[src/rtl/edc_pkg.sv]
// Shared constants and helpers for the elastic delay chain.
package edc_pkg;

  localparam int EDC_MIN_DEPTH = 1;

  // Bits needed to encode values 0..n-1; returns 0 for n<=1.
  function automatic int edc_clog2(input int n);
    int r;
    int v;
    r = 0;
    v = n - 1;
    while (v > 0) begin
      r = r + 1;
      v = v >> 1;
    end
    return r;
  endfunction

endpackage

[src/rtl/edc_slice.sv]
// One valid/ready register slice: holds a single beat and passes it downstream.
module edc_slice
  import edc_pkg::*;
#(
  parameter int WIDTH = 8
) (
  input  logic             clkB,
  input  logic             reset_n,
  input  logic             flush,
  input  logic             up_valid,
  input  logic [WIDTH-1:0] up_bits,
  input  logic             dn_ready,
  output logic             up_ready,
  output logic             valid,
  output logic [WIDTH-1:0] bits
);

  // An empty slice always has room; a full one only if its content leaves this cycle.
  assign up_ready = !valid || dn_ready;

  always_ff @(posedge clkB or negedge reset_n) begin
    if (!reset_n) begin
      valid <= 1'b0;
    end else if (flush) begin
      valid <= 1'b0;
    end else if (up_ready) begin
      valid <= up_valid;
    end
  end

  // Payload is not reset; it is only meaningful while valid is set.
  always_ff @(posedge clkB) begin
    if (up_ready && !flush) begin
      bits <= up_bits;
    end
  end

endmodule

[src/rtl/elastic_delay_chain.sv]
// DEPTH-slice back-pressurable delay chain on clkB with flush and occupancy count.
module elastic_delay_chain
  import edc_pkg::*;
#(
  parameter  int WIDTH = 8,
  parameter  int DEPTH = 3,
  localparam int CNT_W = edc_clog2(DEPTH + 1)
) (
  input  logic             clkB,
  input  logic             reset_n,
  input  logic             io_in_valid,
  output logic             io_in_ready,
  input  logic [WIDTH-1:0] io_in_bits,
  output logic             io_out_valid,
  input  logic             io_out_ready,
  output logic [WIDTH-1:0] io_out_bits,
  input  logic             io_flush,
  output logic [CNT_W-1:0] io_count
);

  if (WIDTH < 1 || DEPTH < EDC_MIN_DEPTH) begin : g_bad_params
    $error("elastic_delay_chain: WIDTH and DEPTH must both be >= 1");
  end

  // Handshake: a beat moves across any boundary exactly on an edge where valid
  // and ready are both high; valid never depends on ready, ready may depend on valid.

  // Element k is the upstream side of slice k; element DEPTH is io_out.
  logic             chain_v [DEPTH+1];
  logic [WIDTH-1:0] chain_d [DEPTH+1];
  logic             nv      [DEPTH];
  logic [CNT_W-1:0] cnt_next;

  assign chain_v[0]   = io_in_valid;
  assign chain_d[0]   = io_in_bits;
  assign io_out_valid = chain_v[DEPTH];
  assign io_out_bits  = chain_d[DEPTH];

  for (genvar k = 0; k < DEPTH; k++) begin : g_slice
    logic up_rdy;
    logic dn_rdy;

    if (k == DEPTH - 1) begin : g_last
      assign dn_rdy = io_out_ready;
    end else begin : g_mid
      assign dn_rdy = g_slice[k+1].up_rdy;
    end

    edc_slice #(.WIDTH(WIDTH)) u_slice (
      .clkB     (clkB),
      .reset_n  (reset_n),
      .flush    (io_flush),
      .up_valid (chain_v[k]),
      .up_bits  (chain_d[k]),
      .dn_ready (dn_rdy),
      .up_ready (up_rdy),
      .valid    (chain_v[k+1]),
      .bits     (chain_d[k+1])
    );

    // Mirror of the slice's next valid, used only for the occupancy count.
    assign nv[k] = !io_flush && (up_rdy ? chain_v[k] : chain_v[k+1]);
  end

  // Blocking intake during flush keeps a beat from being swallowed by the clear.
  assign io_in_ready = g_slice[0].up_rdy && !io_flush;

  always_comb begin
    cnt_next = '0;
    for (int k = 0; k < DEPTH; k++) begin
      cnt_next = cnt_next + CNT_W'(nv[k]);
    end
  end

  always_ff @(posedge clkB or negedge reset_n) begin
    if (!reset_n) begin
      io_count <= '0;
    end else begin
      io_count <= cnt_next;
    end
  end

endmodule

[config.mk]
export PLATFORM = sky130hd
export DESIGN_NAME = elastic_delay_chain
export DESIGN_NICKNAME = d
export VERILOG_FILES = /design/src/rtl/edc_pkg.sv /design/src/rtl/edc_slice.sv /design/src/rtl/elastic_delay_chain.sv
export SDC_FILE = /design/constraint.sdc
export NUM_CORES = 1
export LEC_CHECK = 0
export CORE_ASPECT_RATIO = 1.2
export CORE_UTILIZATION = 50
export CTS_CLUSTER_SIZE = 25
export DETAILED_ROUTE_END_ITERATION = 12
export PLACE_DENSITY = 0.81
export SETUP_SLACK_MARGIN = 0.5
export SLEW_MARGIN = 15
export SYNTH_ARGS = -nofsm -noshare
export SYNTH_HDL_FRONTEND = slang
export SYNTH_SLANG_ARGS = --single-unit
export TNS_END_PERCENT = 10
[constraint.sdc]
create_clock -name clkB -period 2.4 [get_ports clkB]
set_input_delay 0.48 -clock clkB [delete_from_list [all_inputs] [get_ports clkB]]
set_output_delay 0.48 -clock clkB [all_outputs]
set_load 0.01 [all_outputs]
==> results of run 1 <==
[how the worst max path moves through the flow]
stage,startpoint,depth (start not counted),end
detailed placement,io_out_ready,4,io_in_ready
floorplan,io_out_ready,2,io_in_ready
global route,g_slice[2].u_slice.valid$_DFF_PN0_,1,io_out_valid
global placement,io_out_ready,4,io_in_ready
CTS,g_slice[2].u_slice.valid$_DFF_PN0_,1,io_out_valid
finish,g_slice[2].u_slice.valid$_DFF_PN0_,1,io_out_valid
[through the flow]
step                util [%]  setup TNS, ns  setup WS (ns)
floorplan                  -              0          0.776
global placement        65.9              0        0.00547
detailed placement      65.9      -0.000913      -0.000913
CTS                     69.4              0          0.631
global route            69.4              0          0.588
finish                  69.4              0          0.661
[layout make-up]
cell class,instances,area [µm²]
fill,132,566
clock inverter,3,12.5
clock buffer,5,37.5
inverter,2,7.51
multi-input combinational,10,87.6
tap,19,23.8
sequential,29,846
timing repair buffer,28,270
[layer usage]
metal,up-vias,GRT usage [%]
met5,-,0
met3,4,9.54
met2,23,20.7
met4,0,10.9
met1,210,15.4
li1,221,-
[synth_stat cells]
cell / number / area, µm²
nor2b_1: 1 / 6.26
fa_1: 1 / 20.0
buf_4: 8 / 60.1
edfxtp_1: 24 / 721
nor2b_2: 1 / 8.76
inv_1: 2 / 7.51
dfrtp_1: 5 / 125
a21oi_1: 3 / 15.0
o21ba_2: 1 / 10.0
nand3b_1: 1 / 7.51
nor2_1: 1 / 3.75
nand4b_1: 1 / 8.76
[flip-flops by register name, indices dropped and copies added (netlist names)]
signal,count
g_slice.u_slice.bits,24
g_slice.u_slice.valid,3
io_count,2
[logic make-up after synthesis]
group | count (synthesis)
flip-flops | 29
AO/OA/AOI/OAI | 4
adder cells (fa/ha/maj) | 1
AND/OR/NAND/NOR | 5
buffers and inverters | 10
[cells in the final DEF, fill, tap and decap left out]
master / instances
inv_1: 2
o21ba_2: 1
nor2_1: 1
clkinv_2: 1
nand4b_1: 1
fa_1: 1
clkbuf_4: 5
buf_4: 4
dfrtp_1: 5
clkdlybuf4s50_1: 22
nor2b_2: 1
clkinv_1: 2
buf_6: 1
a21oi_1: 3
nand3b_1: 1
dlygate4sd2_1: 1
edfxtp_1: 24
nor2b_4: 1
[power by group]
part	switching (W)	leakage [nW]	internal, W
combinational	0.0000276	0.159	0.0000449
clock	0.000154	0.0300	0.000105
sequential	0.00000735	0.301	0.000577
total	0.000189	0.490	0.000727
[repair_timing]
action                                  4_1_cts  5_1_grt
endpoints found under the setup margin        1        0
resized for setup                             8        0
endpoints found under the hold margin         0        0
buffers inserted                              1        0
hold buffers                                  0        0
==> metrics.txt, run 1 <==
proportion of synthesized chip area in sequential cells 85.1%; crit-path cells clkdlybuf4s50_1; post-DR wirelength/cell 11.5 µm; Netlist cell types 12; VDD IR max 0.430 mV; Buf+Inv Stages, Crit Path 1; Reg clk slew, reported paths 0.08 ns; Gate Count Post-Synth 49; vias post-DR 458; CTS sink cnt 29; synth warn 0; crit path DAT 1.26 ns; flop and latch count out of synthesis 29; leakage 0.490 nW; Final nets 90; syn avg cell area 20.3 µm²; grt ovf 0; clk root buf clkbuf_4; Final ANT Viol Nets 0; I/O Buffers 24; Routed WL 1.10 mm; mux share of post-synthesis cell area 0%; Synth Cell Area 993 µm²; met2 wire length 581 µm; Max Slew Vio Count 0; pin count of the biggest net entering global routing 10; share of cells above drive strength 1 18.2%; Die Span X 42.7 µm; antenna cells 0; FF-to-FF setup slack 0.98 ns; Clock Path Buffers 2; Worst-Margin Slew 0.609 ns; Crit path largest cell delay 0.55 ns; H-tree levels 2; Final Hold Vio Count 0; WHS 0.374 ns; vias per cell 4.77; Crit-path slowest cell clkdlybuf4s50_1; # IOs 25; DIE HEIGHT 50.8 µm; Placed Area 1220 µm²; Compound-Gate Fraction of Synth Area 2.52%; total power 0.000917 W; power per cell area 713 nW/µm²; Post-Synth XOR/XNOR Area 0%; unrepaired setup endpoints after global routing no; worst reg-to-reg path cell count 2; crit-path leading delay family buffers and inverters; wire length on met3 96 µm; Top Metal Used met4; total CTS buffers 5; router iterations before antenna repair 3; DRC 0; Syn-to-layout area delta 29.3%; Worst Setup End Kind output port; initial core utilization 53.7%; Post-Layout Cell Count 96; worst-path fanout max 4; crit path time final 1.74 ns; die area 2170 µm²; Cells after DPL 87; Worst Path Required 1.92 ns; TritonCTS clock tree yes; worst-case clock skew 0.00797 ns; maxcap violations 0; Post-DP HPWL 818 µm; first-pass GRT wire length 2.02 mm; Final Cell Area 1280 µm²; largest family of logic cells by synthesized area buffers and inverters; M1 WL 408 µm; Max Fclk 575 MHz; adder-cell share of the synthesized area 2.02%; core area 1850 µm²; number of DRC markers in iteration 0 4; reg2reg start g_slice[2].u_slice.valid$_DFF_PN0_; worst hold path class in -> async; All-Layer GR Usage 14.7%; clk_lat worst skew 0.32 ns; GPL Wtd Cong 0.725; status completed; simple-gate share of the synthesized area 3.53%; initial antenna violation count 0; max_slew headroom 59.2%; Post-Synthesis Net Count 63; R2R Path End g_slice[2].u_slice.bits[4]$_DFFE_PP_; Crit Path Category reg -> out; CP Launch Type register; setup violators final 0; row count 17; Tcrit/Tclk final 72.4%; vias in the first global route 442
(Power assumes the default switching activity.)
==> inputs of run 2 (changes only) <==
--- a/config.mk
+++ b/config.mk
@@ -6,10 +6,10 @@
 export NUM_CORES = 1
 export LEC_CHECK = 0
 export CORE_ASPECT_RATIO = 1.2
-export CORE_UTILIZATION = 50
+export CORE_UTILIZATION = 42
 export CTS_CLUSTER_SIZE = 25
 export DETAILED_ROUTE_END_ITERATION = 12
-export PLACE_DENSITY = 0.81
+export PLACE_DENSITY = 0.73
 export SETUP_SLACK_MARGIN = 0.5
 export SLEW_MARGIN = 15
 export SYNTH_ARGS = -nofsm -noshare
==> constraint.sdc (replaced) <==
create_clock -name clkB -period 1.5 [get_ports clkB]
set_input_delay 0.3 -clock clkB [delete_from_list [all_inputs] [get_ports clkB]]
set_output_delay 0.3 -clock clkB [all_outputs]
set_load 0.01 [all_outputs]
==> metrics.txt, run 2 (synthesized netlist as in run 1, its figures left out) <==
Die Span X 46.4 µm (+8.7%); grt ovf 0 (unchanged); antenna cells 0 (unchanged); Max Fclk 694 MHz; Final Hold Vio Count 0 (unchanged); vias in the first global route 473 (+7.0%); Final ANT Viol Nets 0 (unchanged); total CTS buffers 5 (unchanged); router iterations before antenna repair 3 (unchanged); register area 846 µm² (unchanged); biggest registers after layout g_slice.u_slice.bits x24, g_slice.u_slice.valid x3, io_count x2; GPL Wtd Cong 0.800 (+10%); initial core utilization 46.4% (-7.3 points); maxcap violations 0 (unchanged); DIE HEIGHT 55.3 µm (+8.7%); Max Slew Vio Count 0 (unchanged); H-tree levels 2 (unchanged); CP Launch Type input pin; crit-path leading delay family buffers and inverters; Seq pwr share 59.4% (-4.4 points); FF-to-FF setup slack 0.10 ns (-0.88 ns); All-Layer GR Usage 11.7% (-3.0 points); Most flops, register g_slice.u_slice.bits; max_slew headroom 86.0% (+27 points); commonest non-fill, non-tap cell in the layout edfxtp_1; Clock Path Buffers 2 (unchanged); # IOs 25 (unchanged); vias post-DR 485 (+5.9%); TritonCTS clock tree yes; clock share of power 32.8% (+4.5 points); worst-path fanout max 5 (+1); Crit path largest cell delay 0.54 ns (about the same); I/O Buffers 24 (unchanged); first-pass GRT wire length 1.97 mm (-2.4%); Internal Power 0.00127 W (+74%); power per cell area 1130 nW/µm² (+59%); post-DR wirelength/cell 10.9 µm (-5.6%); CTS sink cnt 29 (unchanged); crit-path cells clkdlybuf4s50_1 -> buf_4 -> o21ba_4 -> fa_1; Fillers 147 (+11%); max reg flops 24 (unchanged); Worst Setup End Kind register; die area 2560 µm² (+18%); Crit-path slowest cell clkdlybuf4s50_1; DRC 0 (unchanged); setup violators final 0 (unchanged); core area 2140 µm² (+16%); worst-case clock skew 0.00613 ns (-0.00184 ns); VDD IR max 0.826 mV (+92%); clk root buf clkbuf_4; initial antenna violation count 0 (unchanged); Routed WL 1.23 mm (+11%); status completed; switching pwr 0.000307 W (+62%); Syn-to-layout area delta 39.8%; crit path DAT 1.63 ns (+0.37 ns); Hold-fix buffers, CTS 0 (unchanged); leakage 0.557 nW (+14%); Buf+Inv Stages, Crit Path 2 (+1); unrepaired setup endpoints after global routing yes; Final nets 96 (+6.7%); pin count of the biggest net entering global routing 10 (unchanged); footprint of the multi-input gates 120 µm² (+37%); Comb pwr share 7.8% (about the same); worst hold path class in -> async; Tcrit/Tclk final 96.1%; row count 18 (+1); Reg clk slew, reported paths 0.08 ns (about the same); Sw Ratio 19.5% (-1.1 points); Worst Path Required 1.69 ns (-0.23 ns); most frequent cells in the layout 24 x edfxtp_1, 11 x clkdlybuf4s50_1, 11 x dlygate4sd2_1; number of DRC markers in iteration 0 6 (+2); Worst-Margin Slew 0.209 ns (-0.400 ns); crit path time final 1.44 ns; Fin Setup TNS 0 ns (unchanged); share of cells above drive strength 1 32.5% (+14 points); Crit Path Category in -> reg; total power 0.00157 W (+72%); clk_lat worst skew 0.31 ns (about the same); vias per cell 4.29 (-10%)
[run 2: cell type report]
class	count	share of cell area, %
Clock buffer	7	4.68
Clock inverter	1	0.360
Inverter	2	0.541
Multi-Input combinational cell	10	8.65
Sequential cell	29	60.9
Tap cell	30	2.70
Timing Repair Buffer	34	22.2
[run 2: power groups by stage]
stage	registers [W]	clock network, W	logic [W]
2_1_floorplan	0.000954	0	0.0000480
6_report	0.000933	0.000516	0.000123
4_1_cts	0.000934	0.000530	0.000120
5_1_grt	0.000937	0.000567	0.000135
3_5_place_dp	0.000953	0	0.000130
3_3_place_gp	0.000950	0	0.000127
[run 2: path summary, 6_finish.rpt]
kind                                                 startpoint                                    to  depth (start not counted)
max reg2reg                  g_slice[2].u_slice.valid$_DFF_PN0_                 io_count[0]$_DFF_PN0_                          4
max                                                    io_flush                 io_count[0]$_DFF_PN0_                          4
min reg2reg                g_slice[0].u_slice.bits[6]$_DFFE_PP_  g_slice[1].u_slice.bits[6]$_DFFE_PP_                          0
min in group clkB          g_slice[0].u_slice.bits[6]$_DFFE_PP_  g_slice[1].u_slice.bits[6]$_DFFE_PP_                          0
max in group asynchronous                               reset_n    g_slice[1].u_slice.valid$_DFF_PN0_                          1
min                                                     reset_n                 io_count[1]$_DFF_PN0_                          1
[run 2: worst register-to-register path, cell delays in order, from the launching register on]
cell and delay, ns:
dfrtp_1 0.39, buf_4 0.14, nor2b_4 0.12, o21ba_4 0.20, fa_1 0.42
[run 2: stage by stage]
step | area, µm² | instances | hold slack (ns) | worst slack, ns | utilization [%]
2_1_floorplan | 1020 | 49 | 0.00441 | 0.199 | -
3_3_place_gp | 1290 | 103 | 0.401 | -0.488 | 60.5
3_5_place_dp | 1290 | 103 | 0.405 | -0.471 | 60.5
4_1_cts | 1370 | 112 | 0.187 | 0.0590 | 64.0
5_1_grt | 1390 | 113 | 0.193 | 0.0120 | 64.9
6_report | 1390 | 113 | 0.196 | 0.0583 | 64.9
[run 2: per-layer routing]
layer,part of all wire [%],GRT usage [%]
met1,37,11.3
met3,6.6,7.84
met5,0,0
met2,56,18.5
met4,0.33,5.04
[run 2: timing repair]
action,4_1_cts,5_1_grt
setup buffers,1,1
cloned,0,0
endpoints found under the setup margin,39,39
resized for setup,23,2
pin swaps,1,2
hold endpoints to repair,0,0
